### config.mk
export PLATFORM = sky130hd
export DESIGN_NAME = paralelo_serie_tx
export DESIGN_NICKNAME = d
export VERILOG_FILES = /design/src/rtl/paralelo_serie_tx.sv
export SDC_FILE = /design/constraint.sdc
export NUM_CORES = 1
export LEC_CHECK = 0
export ABC_AREA = 1
export ABC_CLOCK_PERIOD_IN_PS = 1650
export BUFFER_PORTS_ARGS = -buffer_cell sky130_fd_sc_hd__buf_2
export CORE_AREA = 8 8 54 56
export CTS_CLUSTER_SIZE = 40
export DETAILED_ROUTE_END_ITERATION = 12
export DIE_AREA = 0 0 62 64
export PLACE_DENSITY = 0.7
export SYNTH_ARGS = -nofsm -noshare
export SYNTH_HDL_FRONTEND = slang
export SYNTH_SLANG_ARGS = --single-unit
### constraint.sdc
create_clock -name clk_8f -period 1.65 [get_ports clk_8f]
set_clock_uncertainty 0.05 [all_clocks]
set_input_delay 0.2475 -clock clk_8f [delete_from_list [all_inputs] [get_ports clk_8f]]
set_output_delay 0.2475 -clock clk_8f [all_outputs]
set_load 0.1 [all_outputs]
### src/rtl/paralelo_serie_tx.sv
// Parallel-to-serial transmitter: sends a comma preamble after reset, then
// serializes user bytes MSB-first, filling empty byte slots with the idle symbol.
module paralelo_serie_tx #(
    parameter int          BC_COUNT = 4,
    parameter logic [7:0]  IDLE_SYM = 8'hBC
) (
    input  logic       clk_8f,
    input  logic       reset,
    input  logic [7:0] data_in,
    input  logic       valid_in,
    input  logic       resync,
    output logic       data_out,
    output logic       data_ready,
    output logic       active,
    output logic       sending_data,
    output logic       sym_start
);

    typedef enum logic {
        SYNC   = 1'b0,
        ACTIVE = 1'b1
    } state_t;

    localparam logic [3:0] SYNC_LAST = 4'(BC_COUNT - 1);

    state_t     state;
    logic [2:0] bit_cnt;
    logic [3:0] sync_cnt;
    logic [7:0] cur_byte;
    logic       cur_is_data;
    logic       slot_end;
    logic       accept;

    assign slot_end = (bit_cnt == 3'd7);

    // The last comma boundary already accepts a byte so data can follow the
    // preamble without an extra idle slot.
    assign data_ready = slot_end && !resync &&
                        ((state == ACTIVE) || (sync_cnt == SYNC_LAST));
    assign accept     = data_ready && valid_in;

    always_ff @(posedge clk_8f or negedge reset) begin
        if (!reset) begin
            bit_cnt      <= 3'd0;
            sync_cnt     <= 4'd0;
            state        <= SYNC;
            cur_byte     <= IDLE_SYM;
            cur_is_data  <= 1'b0;
            data_out     <= 1'b0;
            active       <= 1'b0;
            sending_data <= 1'b0;
            sym_start    <= 1'b0;
        end else begin
            data_out     <= cur_byte[3'd7 - bit_cnt];
            sym_start    <= (bit_cnt == 3'd0);
            sending_data <= cur_is_data;
            active       <= (state == ACTIVE);
            bit_cnt      <= bit_cnt + 3'd1;

            // Slot contents and state only change on the last bit, so a slot
            // in flight is never cut short by resync.
            if (slot_end) begin
                cur_byte    <= IDLE_SYM;
                cur_is_data <= 1'b0;
                if (resync) begin
                    state    <= SYNC;
                    sync_cnt <= 4'd0;
                end else if (state == SYNC) begin
                    if (sync_cnt == SYNC_LAST) begin
                        state    <= ACTIVE;
                        sync_cnt <= 4'd0;
                    end else begin
                        sync_cnt <= sync_cnt + 4'd1;
                    end
                end
                if (accept) begin
                    cur_byte    <= data_in;
                    cur_is_data <= 1'b1;
                end
            end
        end
    end

endmodule

==> impl_metrics.prom, run 1 <==
# TYPE chip_impl_metric gauge
chip_impl_info{name="largest_family_of_logic_cells_by_synthesized_area",value="simple AND/OR/NAND/NOR gates"} 1
chip_impl_metric{name="crit_path_max_fanout",unit=""} 2
chip_impl_metric{name="diodes_inserted",unit=""} 0
chip_impl_metric{name="placement.setup.worst_slack",unit="ps"} 120
chip_impl_info{name="clock_tree_from_tritoncts",value="yes"} 1
chip_impl_metric{name="first_iter_violations",unit=""} 16
chip_impl_metric{name="drt_wl_total",unit="um"} 1970
chip_impl_metric{name="yosysWarnings",unit=""} 0
chip_impl_info{name="grt_setup_unrepaired",value="yes"} 1
chip_impl_metric{name="finalHoldWorstSlack",unit="ps"} 118
chip_impl_info{name="start_kind",value="register"} 1
chip_impl_metric{name="leakagePower",unit="nW"} 0.706
chip_impl_metric{name="via_count_normalized_by_instance_count",unit=""} 4.76
chip_impl_info{name="worstPathCellList",value="ha_2, ha_4, inv_4, nor2_8, nand2_4, clkinvlp_4, buf_12"} 1
chip_impl_metric{name="final_area",unit="um2"} 1320
chip_impl_metric{name="area_share_of_fa_ha_maj_cells_after_synthesis",unit=""} 0.0474
chip_impl_metric{name="synthesis.area",unit="um2"} 1050
chip_impl_metric{name="num_io_pins",unit=""} 17
chip_impl_info{name="rr_startpoint",value="bit_cnt[1]"} 1
chip_impl_metric{name="synthArstFlopShare",unit=""} 1.00
chip_impl_metric{name="syn_nets",unit=""} 132
chip_impl_metric{name="finalWeightedCongestion",unit=""} 0.806
chip_impl_metric{name="final.setup.tns",unit="ps"} -180
chip_impl_metric{name="floorplan.die_area",unit="um2"} 3970
chip_impl_info{name="hold_class",value="primary input to register"} 1
chip_impl_info{name="path_delay_family",value="flip-flops"} 1
chip_impl_info{name="cpMaxStageDelayCell",value="dfrtp_1"} 1
chip_impl_metric{name="initial_core_util",unit=""} 0.501
chip_impl_metric{name="critPathBufInv",unit=""} 3
chip_impl_metric{name="synth-edff-count",unit=""} 0
chip_impl_metric{name="core_area",unit="um2"} 2110
chip_impl_info{name="synth_ff_type",value="dfrtp_1"} 1
chip_impl_metric{name="placement.io_buffers",unit=""} 16
chip_impl_metric{name="synth.yosys.seq_area_share",unit=""} 0.504
chip_impl_metric{name="antenna_found_initial",unit=""} 0
chip_impl_metric{name="max_cap_viol_count",unit=""} 0
chip_impl_metric{name="synth_simple_gate_area_frac",unit=""} 0.257
chip_impl_metric{name="ant_nets",unit=""} 0
chip_impl_metric{name="netlist-cell-type-count",unit=""} 22
chip_impl_metric{name="routed-via-count",unit=""} 818
chip_impl_metric{name="fraction_of_final_layout_cells_with_drive_strength_greater_than_1",unit=""} 0.382
chip_impl_metric{name="final.period_utilization",unit=""} 1.11
chip_impl_metric{name="fp.dieH",unit="um"} 64
chip_impl_metric{name="grt_pass1_wl",unit="um"} 3360
chip_impl_metric{name="relative_slew_slack",unit=""} 0.675
chip_impl_info{name="cp-end-kind",value="output port"} 1
chip_impl_metric{name="post_dp_hpwl",unit="um"} 1470
chip_impl_metric{name="report.final.hold_viol_count",unit=""} 0
chip_impl_metric{name="floorplan.rows",unit=""} 17
chip_impl_metric{name="power.ir.vdd_worst",unit="V"} 0.000542
chip_impl_info{name="cts_root_buffer",value="clkbuf_4"} 1
chip_impl_metric{name="clk_pin_slew",unit="ps"} 120
chip_impl_metric{name="critPathRequiredTime",unit="ps"} 1350
chip_impl_info{name="run_status",value="finished, violations left"} 1
chip_impl_metric{name="reg2reg_depth",unit=""} 7
chip_impl_metric{name="timing.critical_path.slowest_cell_delay",unit="ps"} 420
chip_impl_metric{name="arrival",unit="ps"} 1530
chip_impl_metric{name="worst_slew_pin_slew",unit="ps"} 492
chip_impl_metric{name="postPlaceCellArea",unit="um2"} 1240
chip_impl_metric{name="final.setup.worst_slack",unit="ps"} -180
chip_impl_metric{name="post_synth.cell_area_avg",unit="um2"} 9.09
chip_impl_metric{name="postSynthRegisterBits",unit=""} 21
chip_impl_metric{name="area.growth.synth_to_final",unit="%"} 24.8
chip_impl_info{name="final_cell_mix",value="inv_1 (25), nand2_1 (22), dfrtp_1 (16)"} 1
chip_impl_metric{name="synthXorXnorAreaFrac",unit=""} 0.00830
chip_impl_metric{name="global_route.usage.total",unit=""} 0.112
chip_impl_metric{name="grt_pass1_vias",unit=""} 802
chip_impl_metric{name="final_util",unit=""} 0.625
chip_impl_info{name="critical_path.startpoint",value="bit_cnt[1]"} 1
chip_impl_metric{name="post_drt_wl_per_cell",unit="um"} 11.4
chip_impl_info{name="worstHoldStart",value="data_in[0]"} 1
chip_impl_info{name="final_common_cell",value="inv_1"} 1
chip_impl_metric{name="postSynthCellCount",unit=""} 116
chip_impl_metric{name="grt.overflow.total",unit=""} 0
chip_impl_metric{name="post-layout-total-power",unit="uW"} 914
chip_impl_info{name="timing.setup.critical_path_class",value="register to output port"} 1
chip_impl_metric{name="numClockSinks",unit=""} 21
chip_impl_metric{name="cts_max_path_buffers",unit=""} 2
chip_impl_metric{name="min_path_cells",unit=""} 3
chip_impl_metric{name="dieWidth",unit="um"} 62
chip_impl_metric{name="achievable-frequency",unit="MHz"} 547
chip_impl_metric{name="nNetsFinal",unit=""} 161
chip_impl_metric{name="drc",unit=""} 0
chip_impl_metric{name="synthMuxAreaShare",unit=""} 0
chip_impl_metric{name="cts_made_buffers",unit=""} 3
chip_impl_metric{name="layout.cells.non_filler",unit=""} 172
chip_impl_metric{name="finalSetupViolCount",unit=""} 1
chip_impl_metric{name="htreeDepth",unit=""} 1
chip_impl_metric{name="path_depth",unit=""} 7
chip_impl_metric{name="period_needed",unit="ps"} 1830
chip_impl_metric{name="power_density",unit="nW/um2"} 694
chip_impl_info{name="failing_checks",value="negative setup slack"} 1
chip_impl_metric{name="pre_antenna_drt_iters",unit=""} 4
chip_impl_metric{name="dp_cells",unit=""} 163
chip_impl_metric{name="synth-compound-area-share",unit=""} 0.0819
chip_impl_metric{name="maximum_number_of_pins_on_one_net_before_global_route_repair",unit=""} 22
chip_impl_metric{name="clock_insertion_delay_worst_skew",unit="ps"} 310
chip_impl_metric{name="report.final.slew_viol_count",unit=""} 0
[area by class of cell]
cell class,instances,area [um2]
flip-flops and latches,21,532
multi-input cells,67,449
fillers,180,790
well taps,28,35.0
repair buffers,25,165
clock buffers,3,22.5
clock inverters,1,5.00
inverters,27,108
[cells by family after synthesis]
logic type,count (synthesis)
AND/OR/NAND/NOR,51
buffers and inverters,28
flip-flops,21
AO/OA/AOI/OAI,11
adder cells (fa/ha/maj),4
XOR/XNOR,1
[where the power goes]
| group | internal (mW) | switching [mW] | leakage, nW |
|---|---|---|---|
| registers | 0.534 | 0.0105 | 0.259 |
| logic | 0.0433 | 0.0783 | 0.429 |
| clock network | 0.0907 | 0.157 | 0.0177 |
[path summary, 6_finish.rpt]
kind                                    end  slack, ps
worst max register to register  cur_byte[3]         70
max in group asynchronous       cur_byte[2]        860
worst min register to register       active        330
worst min-delay path            cur_byte[0]        120
worst max-delay path             data_ready       -180
min in group asynchronous       cur_byte[0]        350
[flip-flops by register name (all words and copies together), names as in the netlist]
register / flops
cur_byte: 8
active: 1
sync_cnt: 4
cur_is_data: 1
sending_data: 1
sym_start: 1
bit_cnt: 3
data_out: 1
state: 1
[cell usage after synthesis (3+ instances only)]
cell type  instances  area share
inv_1             26       0.093
o21ai_0            4       0.019
ha_1               4       0.047
dfstp_2            5        0.12
dfrtp_1           16        0.38
o21bai_2           3       0.032
nand3_1            5       0.024
nand2_1           24       0.085
or2_2              4       0.024
nand4_1            6       0.036
nor2_1             6       0.021
[what timing repair did]
action	in CTS	in global routing
hold buffers	1	0
pin swaps	1	1
endpoints found under the hold margin	16	0
setup buffers	2	2
resized for setup	1	1
setup endpoints to repair	1	1
gates cloned	0	0
[per-layer routing]
metal  share of wire  routed length (um)  track usage  vias up
met4           0.017                  34       0.0513        0
met2            0.49                 967        0.172       18
met1            0.43                 853        0.138      375
met5               0                   0            0        -
li1                -                   -            -      420
met3           0.057                 113       0.0340        5
[worst register-to-register path, cell delays in order, from the launching register on]
cell	delay [ps]
dfrtp_1	420
ha_2	210
ha_4	170
buf_4	130
buf_4	150
or2_2	300
nand2_1	80
inv_1	40
Note: power is estimated with default switching activity, not from simulation.
==> run 2, diff against run 1 <==
--- a/config.mk
+++ b/config.mk
@@ -13,6 +13,7 @@
 export DETAILED_ROUTE_END_ITERATION = 12
 export DIE_AREA = 0 0 62 64
 export PLACE_DENSITY = 0.7
+export REMOVE_ABC_BUFFERS = 1
 export SYNTH_ARGS = -nofsm -noshare
 export SYNTH_HDL_FRONTEND = slang
 export SYNTH_SLANG_ARGS = --single-unit
==> run 2 against run 1 <==
  * The run still ends with negative setup slack left
  * Clock power down 2%
  * Die area stayed put
  * Worst setup slack better by 81 ps
  * Non-clock buffer count is 1 higher
  * Largest power group unchanged
==> impl_metrics.prom, run 2 (same netlist as run 1, synthesis figures left out) <==
# TYPE chip_impl_metric gauge
chip_impl_info{name="run_status",value="finished, violations left"} 1
chip_impl_info{name="failing_checks",value="negative setup slack"} 1
chip_impl_metric{name="arrival",unit="ps"} 1450
chip_impl_info{name="final_cell_mix",value="inv_1 (25), nand2_1 (22), dfrtp_1 (16)"} 1
chip_impl_metric{name="final.period_utilization",unit=""} 1.06
chip_impl_metric{name="critPathRequiredTime",unit="ps"} 1350
chip_impl_metric{name="grt_pass1_wl",unit="um"} 3430
chip_impl_metric{name="global_route.usage.total",unit=""} 0.110
chip_impl_metric{name="fp.dieH",unit="um"} 64
chip_impl_metric{name="area.growth.synth_to_final",unit="%"} 24.0
chip_impl_metric{name="reg2reg_depth",unit=""} 7
chip_impl_metric{name="leakagePower",unit="nW"} 0.706
chip_impl_metric{name="placement.io_buffers",unit=""} 16
chip_impl_info{name="hold_class",value="primary input to register"} 1
chip_impl_info{name="worstHoldStart",value="data_in[1]"} 1
chip_impl_metric{name="diodes_inserted",unit=""} 0
chip_impl_metric{name="report.final.hold_viol_count",unit=""} 0
chip_impl_metric{name="finalWeightedCongestion",unit=""} 0.783
chip_impl_metric{name="period_needed",unit="ps"} 1750
chip_impl_info{name="hold_end",value="cur_byte[1]"} 1
chip_impl_info{name="start_kind",value="register"} 1
chip_impl_metric{name="initial_core_util",unit=""} 0.501
chip_impl_info{name="clock_tree_from_tritoncts",value="yes"} 1
chip_impl_metric{name="worst_slew_pin_slew",unit="ps"} 477
chip_impl_metric{name="largest_reg_flops",unit=""} 8
chip_impl_metric{name="fillCellCount",unit=""} 186
chip_impl_metric{name="clock_insertion_delay_worst_skew",unit="ps"} 300
chip_impl_metric{name="cts_max_path_buffers",unit=""} 2
chip_impl_metric{name="max_cap_viol_count",unit=""} 0
chip_impl_metric{name="final.setup.tns",unit="ps"} -98.5
chip_impl_info{name="rr_startpoint",value="bit_cnt[1]"} 1
chip_impl_metric{name="finalSetupViolCount",unit=""} 1
chip_impl_metric{name="num_io_pins",unit=""} 17
chip_impl_metric{name="grt_pass1_vias",unit=""} 806
chip_impl_metric{name="htreeDepth",unit=""} 1
chip_impl_metric{name="layout.cells.non_filler",unit=""} 173
chip_impl_metric{name="report.final.slew_viol_count",unit=""} 0
chip_impl_metric{name="first_iter_violations",unit=""} 13
chip_impl_metric{name="ant_nets",unit=""} 0
chip_impl_metric{name="power_density",unit="nW/um2"} 694
chip_impl_metric{name="post_dp_hpwl",unit="um"} 1510
chip_impl_info{name="critical_path.reg2reg.endpoint",value="cur_byte[7]"} 1
chip_impl_metric{name="dieWidth",unit="um"} 62
chip_impl_metric{name="post-layout-total-power",unit="uW"} 907
chip_impl_metric{name="cts_made_buffers",unit=""} 3
chip_impl_info{name="largest_registers",value="cur_byte: 8 flops, sync_cnt: 4 flops, bit_cnt: 3 flops"} 1
chip_impl_metric{name="via_count_normalized_by_instance_count",unit=""} 4.69
chip_impl_metric{name="final.setup.worst_slack",unit="ps"} -98.5
chip_impl_metric{name="relative_slew_slack",unit=""} 0.682
chip_impl_metric{name="clk_pin_slew",unit="ps"} 120
chip_impl_metric{name="floorplan.die_area",unit="um2"} 3970
chip_impl_metric{name="crit_path_max_fanout",unit=""} 2
chip_impl_metric{name="post_drt_wl_per_cell",unit="um"} 11.5
chip_impl_info{name="timing.setup.critical_path_class",value="register to output port"} 1
chip_impl_metric{name="fraction_of_final_layout_cells_with_drive_strength_greater_than_1",unit=""} 0.379
chip_impl_metric{name="drt_wl_total",unit="um"} 2000
chip_impl_info{name="final_common_cell",value="inv_1"} 1
chip_impl_metric{name="achievable-frequency",unit="MHz"} 572
chip_impl_info{name="grt_setup_unrepaired",value="yes"} 1
chip_impl_metric{name="drc",unit=""} 0
chip_impl_metric{name="floorplan.rows",unit=""} 17
chip_impl_metric{name="min_path_cells",unit=""} 3
chip_impl_info{name="cts_root_buffer",value="clkbuf_4"} 1
chip_impl_metric{name="nNetsFinal",unit=""} 162
chip_impl_metric{name="numClockSinks",unit=""} 21
chip_impl_metric{name="pre_antenna_drt_iters",unit=""} 4
chip_impl_info{name="top_register",value="cur_byte"} 1
chip_impl_metric{name="routed-via-count",unit=""} 811
chip_impl_metric{name="dp_cells",unit=""} 163
chip_impl_info{name="cp-end-kind",value="output port"} 1
chip_impl_metric{name="maximum_number_of_pins_on_one_net_before_global_route_repair",unit=""} 22
chip_impl_metric{name="rrSetupSlack",unit="ps"} 90
chip_impl_metric{name="antenna_found_initial",unit=""} 0
chip_impl_metric{name="power.ir.vdd_worst",unit="V"} 0.000452
chip_impl_metric{name="grt.overflow.total",unit=""} 0
chip_impl_metric{name="core_area",unit="um2"} 2110
-- run 2: cell types whose count changed in the layout (fill, tap and decap cells not counted), sizes merged --
| cell | previous run | this run |
|---|---|---|
| buf | 24 | 25 |
| clkinvlp | 1 | 0 |
| inv | 26 | 27 |
-- run 2: area by class of cell --
class | count | area (um2) | area share
multi-input cells | 67 | 437 | 0.334
clock inverters | 1 | 5.00 | 0.00383
clock buffers | 3 | 22.5 | 0.0172
well taps | 28 | 35.0 | 0.0268
repair buffers | 26 | 173 | 0.132
inverters | 27 | 104 | 0.0794
flip-flops and latches | 21 | 532 | 0.407
-- run 2: power by group --
part | switching, mW | internal (mW)
clock network | 0.153 | 0.0903
logic | 0.0765 | 0.0412
registers | 0.0121 | 0.534
total | 0.242 | 0.666
-- run 2: stage by stage --
step / cell area (um2) / util / setup slack (ps) / hold slack [ps]
2_1_floorplan: 1050 / - / -400 / -98.1
3_3_place_gp: 1210 / 0.575 / 122 / 171
3_5_place_dp: 1210 / 0.575 / 97.4 / 180
4_1_cts: 1300 / 0.616 / -98.4 / 126
5_1_grt: 1310 / 0.621 / -164 / 129
6_report: 1310 / 0.621 / -98.5 / 136
-- run 2: how the worst max path moves through the flow --
| stage | cells past startpoint | slack, ps | start | endpoint |
|---|---|---|---|---|
| finish | 7 | -100 | bit_cnt[1] | data_ready |
| global route | 7 | -160 | bit_cnt[1] | data_ready |
| CTS | 7 | -100 | bit_cnt[1] | data_ready |
| detailed placement | 7 | 100 | bit_cnt[0] | data_ready |
| global placement | 7 | 120 | bit_cnt[0] | data_ready |
| floorplan | 6 | -400 | bit_cnt[0] | data_ready |
-- run 2: layer usage --
layer,wire length (um),vias up,GRT usage
li1,-,415,-
met1,894,374,0.137
met2,969,18,0.176
met3,108,4,0.0300
met4,26,0,0.0342
met5,0,-,0
-- run 2: repair_timing --
item,CTS,global route
hold buffers,1,0
endpoints found under the setup margin,1,1
pin swaps,2,2
buffers inserted,4,1
resized for setup,6,1
hold endpoints to repair,16,0
-- run 2: critical path, stage by stage (launching register included) --
cell and delay [ps]:
dfrtp_1 420, ha_2 200, ha_4 170, inv_4 70, nor2_8 30, nand2_2 60
inv_2 40, buf_12 150
